File: src/rtl/des_dec_key_sched_if.sv
// Key-in / subkey-out bundle for the DES decryption key scheduler.
// Handshakes: start moves when start && key_ready. A subkey moves on the clock edge where subkey_valid && subkey_ready; the producer holds it unchanged until then.
interface des_dec_key_sched_if;
    logic [64:1] key_in;
    logic        start;
    logic        key_ready;
    logic [48:1] subkey;
    logic        subkey_valid;
    logic        subkey_ready;
    logic [3:0]  subkey_round;
    logic        subkey_last;

    modport master (
        output key_in, start, subkey_ready,
        input  key_ready, subkey, subkey_valid, subkey_round, subkey_last
    );

    modport slave (
        input  key_in, start, subkey_ready,
        output key_ready, subkey, subkey_valid, subkey_round, subkey_last
    );
endinterface

File: src/rtl/des_dec_key_sched.sv
// Emits the DES round subkeys K16..K1 for decryption, one per handshake.
// PC-1 is applied once at start, and the C/D halves then rotate right between rounds.
module des_dec_key_sched (
    input  logic                        clk,
    input  logic                        rst,
    des_dec_key_sched_if.slave          bus,
    output logic                        dbg_state_o
);
    typedef enum logic {IDLE = 1'b0, GEN = 1'b1} state_t;

    // The tables use FIPS bit numbers. FIPS bit n of a w-bit vector sits at index w+1-n.
    localparam int PC1 [56] = '{
        57, 49, 41, 33, 25, 17,  9,  1, 58, 50, 42, 34, 26, 18,
        10,  2, 59, 51, 43, 35, 27, 19, 11,  3, 60, 52, 44, 36,
        63, 55, 47, 39, 31, 23, 15,  7, 62, 54, 46, 38, 30, 22,
        14,  6, 61, 53, 45, 37, 29, 21, 13,  5, 28, 20, 12,  4
    };
    localparam int PC2 [48] = '{
        14, 17, 11, 24,  1,  5,  3, 28, 15,  6, 21, 10,
        23, 19, 12,  4, 26,  8, 16,  7, 27, 20, 13,  2,
        41, 52, 31, 37, 47, 55, 30, 40, 51, 45, 33, 48,
        44, 49, 39, 56, 34, 53, 46, 42, 50, 36, 29, 32
    };

    state_t      state_q;
    logic [28:1] c_q, d_q;
    logic [3:0]  cnt_q;

    logic [56:1] pc1_cd;
    logic [56:1] cd;
    logic [48:1] pc2_k;
    logic        one_step;
    logic [28:1] c_rot, d_rot;
    logic        parity_unused;

    assign parity_unused = ^{bus.key_in[57], bus.key_in[49], bus.key_in[41], bus.key_in[33],
                             bus.key_in[25], bus.key_in[17], bus.key_in[9],  bus.key_in[1]};

    always_comb begin
        pc1_cd = '0;
        for (int i = 1; i <= 56; i++) begin
            pc1_cd[57-i] = bus.key_in[65-PC1[i-1]];
        end
    end

    assign cd = {c_q, d_q};

    always_comb begin
        pc2_k = '0;
        for (int j = 1; j <= 48; j++) begin
            pc2_k[49-j] = cd[57-PC2[j-1]];
        end
    end

    // C0/D0 already give K16. The steps into K15, K8 and K1 are single rotations; every other step rotates by two.
    assign one_step = (cnt_q == 4'd0) || (cnt_q == 4'd7) || (cnt_q == 4'd14);
    assign c_rot    = one_step ? {c_q[1], c_q[28:2]} : {c_q[2:1], c_q[28:3]};
    assign d_rot    = one_step ? {d_q[1], d_q[28:2]} : {d_q[2:1], d_q[28:3]};

    always_ff @(posedge clk or posedge rst) begin
        if (rst) begin
            state_q <= IDLE;
            c_q     <= '0;
            d_q     <= '0;
            cnt_q   <= '0;
        end else begin
            case (state_q)
                IDLE: begin
                    if (bus.start) begin
                        c_q     <= pc1_cd[56:29];
                        d_q     <= pc1_cd[28:1];
                        cnt_q   <= '0;
                        state_q <= GEN;
                    end
                end
                GEN: begin
                    if (bus.subkey_ready) begin
                        if (cnt_q == 4'd15) begin
                            state_q <= IDLE;
                        end else begin
                            cnt_q <= cnt_q + 4'd1;
                            c_q   <= c_rot;
                            d_q   <= d_rot;
                        end
                    end
                end
                default: state_q <= IDLE;
            endcase
        end
    end

    assign bus.key_ready    = (state_q == IDLE);
    assign bus.subkey_valid = (state_q == GEN);
    assign bus.subkey       = pc2_k;
    assign bus.subkey_round = 4'd15 - cnt_q;
    assign bus.subkey_last  = (state_q == GEN) && (cnt_q == 4'd15);
    assign dbg_state_o      = state_q;
endmodule

File: src/flat_wrapper.sv
// flat-port wrapper written by rule: the top's interface ports become plain ports
module des_dec_key_sched_flat 
  (clk, rst, dbg_state_o, bus_key_in, bus_start, bus_subkey_ready, bus_key_ready, bus_subkey, bus_subkey_valid, bus_subkey_round, bus_subkey_last);
  des_dec_key_sched_if bus_i ();
  input  logic clk;
  input  logic rst;
  output logic dbg_state_o;
  input wire logic [$bits(bus_i.key_in)-1:0] bus_key_in;
  input wire logic [$bits(bus_i.start)-1:0] bus_start;
  input wire logic [$bits(bus_i.subkey_ready)-1:0] bus_subkey_ready;
  output wire logic [$bits(bus_i.key_ready)-1:0] bus_key_ready;
  output wire logic [$bits(bus_i.subkey)-1:0] bus_subkey;
  output wire logic [$bits(bus_i.subkey_valid)-1:0] bus_subkey_valid;
  output wire logic [$bits(bus_i.subkey_round)-1:0] bus_subkey_round;
  output wire logic [$bits(bus_i.subkey_last)-1:0] bus_subkey_last;
  assign bus_i.key_in = bus_key_in;
  assign bus_i.start = bus_start;
  assign bus_i.subkey_ready = bus_subkey_ready;
  assign bus_key_ready = bus_i.key_ready;
  assign bus_subkey = bus_i.subkey;
  assign bus_subkey_valid = bus_i.subkey_valid;
  assign bus_subkey_round = bus_i.subkey_round;
  assign bus_subkey_last = bus_i.subkey_last;
  des_dec_key_sched u_core (.clk(clk), .rst(rst), .bus(bus_i), .dbg_state_o(dbg_state_o));
endmodule
File: config.mk
export PLATFORM = sky130hd
export DESIGN_NAME = des_dec_key_sched_flat
export DESIGN_NICKNAME = d
export VERILOG_FILES = /design/src/rtl/des_dec_key_sched_if.sv /design/src/rtl/des_dec_key_sched.sv /design/src/flat_wrapper.sv
export SDC_FILE = /design/constraint.sdc
export NUM_CORES = 1
export LEC_CHECK = 0
export BUFFER_PORTS_ARGS = -buffer_cell sky130_fd_sc_hd__buf_4
export CAP_MARGIN = 15
export CORE_MARGIN = 1.5
export CORE_UTILIZATION = 55
export CTS_BUF_LIST = sky130_fd_sc_hd__clkbuf_2 sky130_fd_sc_hd__clkbuf_4 sky130_fd_sc_hd__clkbuf_8
export CTS_CLUSTER_DIAMETER = 150
export DETAILED_ROUTE_END_ITERATION = 10
export GPL_TIMING_DRIVEN = 0
export PLACE_DENSITY = 0.83
export SYNTH_ARGS = -nofsm -noshare
export SYNTH_HDL_FRONTEND = slang
export SYNTH_SLANG_ARGS = --single-unit
File: constraint.sdc
create_clock -name clk -period 2.05 [get_ports clk]
set_input_delay 0.1025 -clock clk [delete_from_list [all_inputs] [get_ports clk]]
set_output_delay 0.1025 -clock clk [all_outputs]
set_load 0.02 [all_outputs]
==> flow_metrics.tcl <==
set metrics [dict create \
    grt_max_degree 43 \
    rrSetupSlack_ns 0.11 \
    ys_top_cells_by_area "dfrtp_1 (33%), mux2i_1 (12%), nand3_1 (9.1%)" \
    num_antenna_cells 0 \
    hold_class "input pin to flop" \
    drtIter0Drc 368 \
    grt_use_met1_pct 39.74 \
    leakage_nw 3.015 \
    dp_hpwl_um 8999 \
    cp_max_fo 10 \
    setup_viol 0 \
    status "finished, violations left" \
    syn_nets 569 \
    clock_path_buffers 2 \
    ant_nets 0 \
    period_needed_ns 1.941 \
    core.rowCount 33 \
    cts_tree "done" \
    instances_no_fill 774 \
    critPathRequiredTime_ns 2.32 \
    clkTransAtPathRegs_ns 0.07 \
    die_height_um 94.30 \
    reg2reg_from "u_core.cnt_q[0]" \
    insertion_delay_ns 0.35 \
    drv_slew 0 \
    p_clk_share_pct 13.1 \
    drc 1 \
    yosysWarningCount 0 \
    vias_per_cell 6.067 \
    synth_cell_types 31 \
    fmax_mhz 515.2 \
    tightest_slew_ns 0.5009 \
    initial_core_util_pct 56.36 \
    cts-root-buf "clkbuf_8" \
    finalPower_mw 9.370 \
    grt_use_met3_pct 4.612 \
    clock_sinks 61 \
    core_area_um2 8134 \
    syn_inst 498 \
    hold_viol_final 0 \
    power_switching_share_pct 44.69 \
    grt_pass1_vias 4390 \
    power.density_nw_per_um2 1509 \
    worstSetupStartpointType "flop" \
    relSlewSlack_pct 66.61 \
    rr_worst_depth 7 \
    drive_above_1_share_pct 33.03 \
    layout_common_cells "buf_4 (170), nand3_1 (83), dfrtp_1 (61)" \
    p_switching_mw 4.188 \
    avgSynthCellArea_um2 9.206 \
    synth_top_area_share_pct 33.30 \
    hold_depth 2 \
    wl_per_cell_um 17.08 \
    arrival_ns 2.22 \
    fin_nets 735 \
    dr.pass1.iters 9 \
    r2r-end "u_core.c_q[14]" \
    htree_levels 3 \
    yosysSeqAreaShare_pct 33.30 \
    numCtsBuffers 9 \
    grt_use_total_pct 29.93 \
    place_area_um2 5599 \
    pwr-share-seq_pct 24.8 \
    synth-seq-cells 61 \
    combinationalPowerShare_pct 62.1 \
    rsz0062_at_grt "no" \
    die_w_um 94.30 \
    fin_worst_skew_ns 0.01101 \
    overflow 0 \
    violations "design-rule violations" \
    syn_area_um2 4584 \
    io_pins 124 \
    min_from "bus_key_in[21]" \
    antenna_found_initial 0 \
    place_inst 719 \
    top_usage_layer "met2" \
    worstSetupStartpoint "u_core.cnt_q[0]" \
    cap_viol_max_count 0 \
    vias 4696 \
    gp_congestion 0.8161 \
    wirelength_um 13220 \
    synth_top_cell_by_area "dfrtp_1" \
    grt_pass1_wl_um 21130 \
    hold-path-endpoint "u_core.c_q[10]" \
    syn_to_final_growth_pct 35.48 \
    vdd_drop_max_mv 0.7037 \
    final_common_cell "buf_4" \
    min_period_over_period_pct 94.69 \
    die-area_um2 8892 \
    fin_area_um2 6211 \
    setup.worst_path.end_class "flop" \
    io_buffers 115 \
    met2_usage_pct 48.62 \
    critical_path_class "flop to flop" \
    internal-power_mw 5.183 \
]
how the worst max path moves through the flow:
stage                           end  slack, ns  cells after the start
finish               u_core.c_q[14]       0.11                      7
global route         u_core.c_q[28]      0.008                      8
CTS                  u_core.c_q[14]        0.1                      6
detailed placement  u_core.cnt_q[1]       0.12                      6
global placement     u_core.d_q[21]      -0.35                      2
floorplan            u_core.c_q[20]       0.26                      8
metrics by stage:
step	hold slack, ns	utilization [%]	setup TNS, ns	setup WS, ns
2_1_floorplan	0.2056	-	0	0.2614
3_3_place_gp	0.3098	68.59	-21.52	-0.3549
3_5_place_dp	0.1424	68.84	0	0.1246
4_1_cts	0.0005165	75.65	0	0.09626
5_1_grt	0.001486	76.36	0	0.007860
6_report	0.001604	76.36	0	0.1089
layer usage:
layer	wire length [um]	vias up
li1	-	2166
met1	5402	2252
met2	6526	238
met3	951	40
met4	339	0
met5	0	-
worst max-delay path, stage by stage, from the launching register on:
cell and delay, ns:
dfrtp_1 0.40, inv_1 0.11, ha_1 0.25, mux2i_4 0.27, buf_2 0.29, nand3_1 0.12, a31oi_1 0.26, a221o_1 0.15
power groups by stage:
stage                     logic (mW)  clock network [mW]  registers, mW
after floorplan                 4.22                   0           2.13
after CTS                       5.74                1.24           2.29
after global placement          5.50                   0           2.28
after global routing            6.24                1.29           2.38
after detailed placement        5.65                   0           2.31
final                           5.82                1.23           2.32
synthesized netlist by cell type, drive strengths merged:
library cell	n
clkbuf	20
ha	3
a221oi	4
a22oi	15
nand3	84
a21oi	3
inv	6
dfrtp	61
nor2	6
nor3	3
mux2	3
nor4bb	1
mux2i	56
o21ai	16
and2	1
a221o	41
buf	78
and3	1
a31oi	42
nand2b	7
xnor2	1
nand2	4
nor2b	42
registers in the layout, indices dropped and copies added, names as in the netlist:
register / flops
u_core.c_q: 28
u_core.bus.subkey_valid: 1
u_core.cnt_q: 4
u_core.d_q: 28
cell families after synthesis:
family | share of synthesized area, %
compound gates | 19.98
xor+xnor | 0.1911
fa+ha+maj | 0.8189
buf+inv | 14.49
flops | 33.30
mux | 13.40
simple gates | 17.82
timing repair:
action / in CTS / in global routing
hold buffers: 33 / 4
resized for setup: 0 / 1
setup buffers: 0 / 2
hold endpoints to repair: 51 / 4
endpoints found under the setup margin: 0 / 22
layout make-up:
type                       count  area (um2)
clock inverter                 6       86.33
sequential                    61        1526
inverter                       6       22.52
buffer                        98       641.9
multi-input combinational    333        2396
timing repair buffer         155        1269
fill                         594        1923
clock buffer                  10       137.6
tap                          105       131.4
Note: power is estimated with default switching activity, not from simulation.
